### config.mk
export PLATFORM = sky130hd
export DESIGN_NAME = shift_add_mul
export DESIGN_NICKNAME = d
export VERILOG_FILES = /design/src/rtl/mul_pkg.sv /design/src/rtl/mul_adder.sv /design/src/rtl/shift_add_mul.sv
export SDC_FILE = /design/constraint.sdc
export NUM_CORES = 1
export LEC_CHECK = 0
export CAP_MARGIN = 0
export CELL_PAD_IN_SITES_DETAIL_PLACEMENT = 1
export CELL_PAD_IN_SITES_GLOBAL_PLACEMENT = 1
export CORE_ASPECT_RATIO = 0.5
export CORE_MARGIN = 2
export CORE_UTILIZATION = 39
export DETAILED_ROUTE_END_ITERATION = 10
export GPL_TIMING_DRIVEN = 0
export PLACE_DENSITY = 0.89
export SYNTH_ARGS = -nofsm -noshare
export SYNTH_HDL_FRONTEND = slang
export SYNTH_SLANG_ARGS = --single-unit
### constraint.sdc
create_clock -name clk -period 3.1 [get_ports clk]
set_clock_uncertainty 0.1 [all_clocks]
set_input_delay 0.62 -clock clk [delete_from_list [all_inputs] [get_ports clk]]
set_output_delay 0.62 -clock clk [all_outputs]
set_load 0.005 [all_outputs]
### src/rtl/mul_pkg.sv
// Shared definitions for the shift-and-add multiplier: FSM state encoding
// and the default operand width.
package mul_pkg;
    localparam int MUL_N = 32;

    typedef enum logic [1:0] {
        IDLE = 2'd0,
        BUSY = 2'd1,
        DONE = 2'd2
    } state_t;
endpackage

### src/rtl/mul_adder.sv
// Combinational W-bit adder used for the accumulate path; the carry-out is
// dropped, so the sum wraps modulo 2^W.
module mul_adder
    import mul_pkg::*;
#(
    parameter int W = 2 * MUL_N
) (
    input  logic [W-1:0] i_a,
    input  logic [W-1:0] i_b,
    output logic [W-1:0] o_sum
);

    assign o_sum = i_a + i_b;

endmodule

### src/rtl/shift_add_mul.sv
// Sequential unsigned N x N -> 2N multiplier, one shift-and-add step per cycle.
// Define SHIFT_ADD_MUL_EARLY_EXIT_EN to finish as soon as the remaining multiplier bits are zero.
module shift_add_mul
    import mul_pkg::*;
#(
    parameter int N = MUL_N
) (
    input  logic           clk,
    input  logic           rst_n,
    input  logic           start_valid,
    output logic           start_ready,
    input  logic [N-1:0]   op_a,
    input  logic [N-1:0]   op_b,
    output logic           res_valid,
    input  logic           res_ready,
    output logic [2*N-1:0] res,
    output logic           busy
);

    localparam int CW = $clog2(N);

    state_t           r_state;
    logic [2*N-1:0]   r_acc;
    logic [2*N-1:0]   r_mcand;
    logic [N-1:0]     r_mplier;
    logic [CW-1:0]    r_cnt;
    logic             r_start_ready;
    logic             r_busy;
    logic             r_res_valid;

    logic [2*N-1:0]   w_sum;
    logic             w_last;

    mul_adder #(
        .W (2 * N)
    ) u_adder (
        .i_a   (r_acc),
        .i_b   (r_mcand),
        .o_sum (w_sum)
    );

`ifdef SHIFT_ADD_MUL_EARLY_EXIT_EN
    // Stop once the multiplier is exhausted after this step's shift.
    assign w_last = (r_cnt == CW'(N - 1)) || (r_mplier[N-1:1] == '0);
`else
    assign w_last = (r_cnt == CW'(N - 1));
`endif

    assign start_ready = r_start_ready;
    assign busy        = r_busy;
    assign res_valid   = r_res_valid;
    assign res         = r_acc;

    always_ff @(posedge clk or negedge rst_n) begin
        if (!rst_n) begin
            r_state       <= IDLE;
            r_acc         <= '0;
            r_mcand       <= '0;
            r_mplier      <= '0;
            r_cnt         <= '0;
            r_start_ready <= 1'b1;
            r_busy        <= 1'b0;
            r_res_valid   <= 1'b0;
        end else begin
            case (r_state)
                IDLE: begin
                    if (start_valid && r_start_ready) begin
                        r_acc         <= '0;
                        r_mcand       <= {{N{1'b0}}, op_a};
                        r_mplier      <= op_b;
                        r_cnt         <= '0;
                        r_state       <= BUSY;
                        r_start_ready <= 1'b0;
                        r_busy        <= 1'b1;
                    end
                end
                BUSY: begin
                    if (r_mplier[0]) begin
                        r_acc <= w_sum;
                    end
                    r_mcand  <= r_mcand << 1;
                    r_mplier <= r_mplier >> 1;
                    // Counter holds on the final step so it never wraps.
                    if (w_last) begin
                        r_state     <= DONE;
                        r_busy      <= 1'b0;
                        r_res_valid <= 1'b1;
                    end else begin
                        r_cnt <= r_cnt + CW'(1);
                    end
                end
                DONE: begin
                    if (res_ready) begin
                        r_state       <= IDLE;
                        r_res_valid   <= 1'b0;
                        r_start_ready <= 1'b1;
                    end
                end
                default: begin
                    r_state       <= IDLE;
                    r_start_ready <= 1'b1;
                    r_busy        <= 1'b0;
                    r_res_valid   <= 1'b0;
                end
            endcase
        end
    end

endmodule

==> run summary <==
The flow ran to the end, but the final reports show violations. The checks that failed: setup timing. The final setup violation count was 33. The leading cell type in the layout, fill and taps excluded is dfrtp_1.

The worst-case IR drop observed on VDD is 0.534 mV. The die is 120 microns tall. The synthesized netlist net count is 1,295, and the effective utilization at floorplan is 39.6%.

The netlist uses 65 different library cells. Cell leakage power: 6.11 nW. Layout overhead on the synthesized area: 32.6%. The design internal power is 8.69 mW, and the ratio of routed vias to standard cells is 6.04. Count of antenna diodes in the layout: 0.

Summing every instance area after synthesis gives 10,500 sq um. For the total instance count after detailed placement, the log shows 1,648. The final layout contains routed wiring with a total length of 40.1 mm.

Dividing the final minimum period by the clock period gives 113%. In the final layout, the share of cells above drive strength 1 is 13.0%. TritonCTS built the clock tree.

Share of synthesized registers carrying an async set or reset: 100%. Measured along the x axis, the die boundary spans 236 microns. Measured against its own limit, the worst slew margin works out to 39.1%. For the placer's final routability congestion estimate, the log shows 0.967.

The clock tree synthesis step divided the H-tree into 4 levels. The die covers 28,200 sq um. Of the total power, the clock network draws 15.7%. Timing analysis after detailed placement gives a worst setup slack of -1.04 ns. Global routing used 26.8% of the available tracks. In this run the worst path has a maximum fanout of 4. For the worst setup path, the data arrival time is 3.73 ns. The number of synthesized flops with an enable pin was 0.

Per report_power, the combinational group accounts for 59.8% of the total. Power spread over the standard cell area amounts to 1180 nW/um^2. Root buffer cell: clkbuf_16.

The leftover overflow at the end of global routing is 0, and the number of sinks driven by the clock tree is 170. The tools report the number of max-slew violations in the final report as 0. The peak clock frequency supported by timing is 285 MHz. The min-delay analysis places its worst path in the category reg -> reg. Setup repair after global routing could not meet its margin everywhere.

For the sequential cell area fraction in the yosys report, the log shows 40.6%. Once detail routing completed, the nets flagged for antenna violations numbered 0. Summed over all nets, the switching power comes to 7.69 mW.

For the initial DRC count, the log shows 755. The most used flip-flop cell after synthesis is dfrtp_1. The first global-routing pass estimated 59.4 mm of wire.

The run gives 16.4 mW as the total power of the final layout. The via total after detailed routing came out at 10,377. The tools report the worst-case clock buffer depth as 2.

The initialized floorplan defines 42 standard-cell rows. Count of maximum capacitance violations: 0. Clock transition at the registers of the reported paths: 0.07 ns.

The worst hold slack is 0.390 ns, and the final net count is 1,486. The final hold violation count was 0. The register bit count reported by yosys was 170. The tools report the number of synthesis warnings as 0. For the proportion of power drawn by flip-flops and latches, the log shows 24.4%. Type of origin of the critical path: a flip-flop. The data required time at the worst endpoint was 3.33 ns. In the layout the commonest cells are 167 x dfrtp_1, 148 x nand2_1, 133 x clkdlybuf4s50_1. Entering global routing, the biggest net connects 122 pins. Average routed wire per standard cell: 23.4 microns. The number of instances in the synthesized netlist is 1,161, and the post-DP HPWL is 25.7 mm. The worst setup path is of the reg -> reg kind.

Before antenna repair, the detailed router went through 5 iterations. During I/O placement, the number of pins put on the boundary was 135. Net switching is 46.9% of the power. Final worst-path setup slack: -0.403 ns. The core outline area was 26,400 sq um; the remaining design rule violation count was 0. The clock reaches the later pin of the worst-skew pair after 0.48 ns. At the end of the flow the core is filled with cells to 52.5%. STA classifies the critical path endpoint as a flip-flop. The count of buffers added on input and output ports is 134. The actual slew at the worst max-slew pin is 0.906 ns, and the initial antenna violation count is 0. Excluding fillers, the count of instances in the completed layout stands at 1,717. The run gives 10,919 as the via count of the first global-routing pass.

Clock tree synthesis inserted a total of 17 buffers. The worst path needs 3.50 ns of the cycle, external delays included. After synthesis, the mean cell area works out to 9.02 sq um.
==> power groups by stage <==
stage	Combinational (mW)	Sequential (mW)	Clock (mW)
global placement	7.40	3.91	0
global route	10.5	4.10	2.67
floorplan	5.24	3.74	0
finish	9.80	4.00	2.58
detailed placement	7.84	3.97	0
CTS	8.74	3.96	2.58
==> area by class of cell <==
class	instances	area [sq um]
plain buffers	69	284
clock inverters	15	260
flip-flops and latches	170	4260
clock buffers	17	425
multi-input cells	897	6420
fillers	3012	12500
repair buffers	178	1730
inverters	19	71.3
well taps	352	440
==> worst paths after layout <==
kind	cells after the start	slack, ns	start	end
worst max-delay path	15	-0.40	r_mcand[0]	res[48]
worst min-delay path	2	0.39	r_mplier[16]	r_mplier[16]
worst max register to register	15	-0.40	r_mcand[0]	res[48]
worst min register to register	2	0.39	r_mplier[16]	r_mplier[16]
max in group asynchronous	3	1.43	rst_n	r_mcand[38]
min in group asynchronous	2	0.52	rst_n	r_mcand[5]
==> registers in the layout, indices dropped and copies added, names as in the netlist <==
name         count
r_mcand         64
res_valid        1
r_cnt            5
r_mplier        32
r_state          2
res             64
start_ready      1
busy             1
==> worst max-delay path, stage by stage, from the launching register on <==
cell and delay, ns:
dfrtp_1 0.39, ha_2 0.21, inv_2 0.04, fa_2 0.33, and2b_2 0.27, o2111ai_4 0.14, a31oi_4 0.25, a41oi_2 0.15
nand3b_4 0.21, o21a_4 0.23, o31a_1 0.29, o21ai_4 0.24, buf_4 0.16, buf_6 0.08, xnor2_1 0.13, o21ai_0 0.13
==> per-layer routing <==
metal	vias to the layer above	share of wire [%]	GRT usage (%)
met1	5273	41	32.6
met5	-	0	0
met2	391	50	45.8
li1	4576	-	-
met4	0	4.6	13.9
met3	137	5.1	5.15
==> cell families after synthesis <==
logic type | share of synthesized area [%]
compound gates | 23.0
simple gates | 13.9
flops | 40.6
buf+inv | 3.41
fa+ha+maj | 7.96
mux | 6.04
xor+xnor | 5.02
==> cell usage after synthesis (5+ instances only) <==
cell type  count  share of area, %
a21o_1        37               2.7
a21oi_1       86               4.1
a22o_1        35               2.9
a31oi_1        5              0.30
and2_1         5              0.30
buf_1          5              0.18
clkbuf_1      67               2.4
dfrtp_1      169                40
ha_1          65               7.8
inv_1         19              0.68
mux2i_1       62               5.9
nand2_1      151               5.4
nand2b_1       8              0.48
nand3_1       50               2.4
nand4_1       25               1.5
nor2_1        43               1.5
nor2b_1        5              0.30
nor3_1        12              0.57
o211ai_1       5              0.36
o21a_1         6              0.43
o21ai_0      153               7.3
o21ai_1        7              0.33
o21bai_1      16               1.1
o31ai_1        7              0.50
xnor2_1       32               2.7
xor2_1        28               2.3
==> metrics by stage <==
step	setup TNS, ns	cell area [sq um]
after global routing	-8.58	13900
after detailed placement	-54.49	12300
after CTS	-2.99	13500
after floorplan	0	10500
final	-5.64	13900
after global placement	-998.31	12300
==> timing repair <==
action	in CTS	in global routing
pin swaps	29	16
setup endpoints to repair	84	65
buffers inserted	25	17
gates resized for setup	75	76
hold endpoints to repair	49	0
hold buffers	1	0
Power figures use the tool's default switching activity.
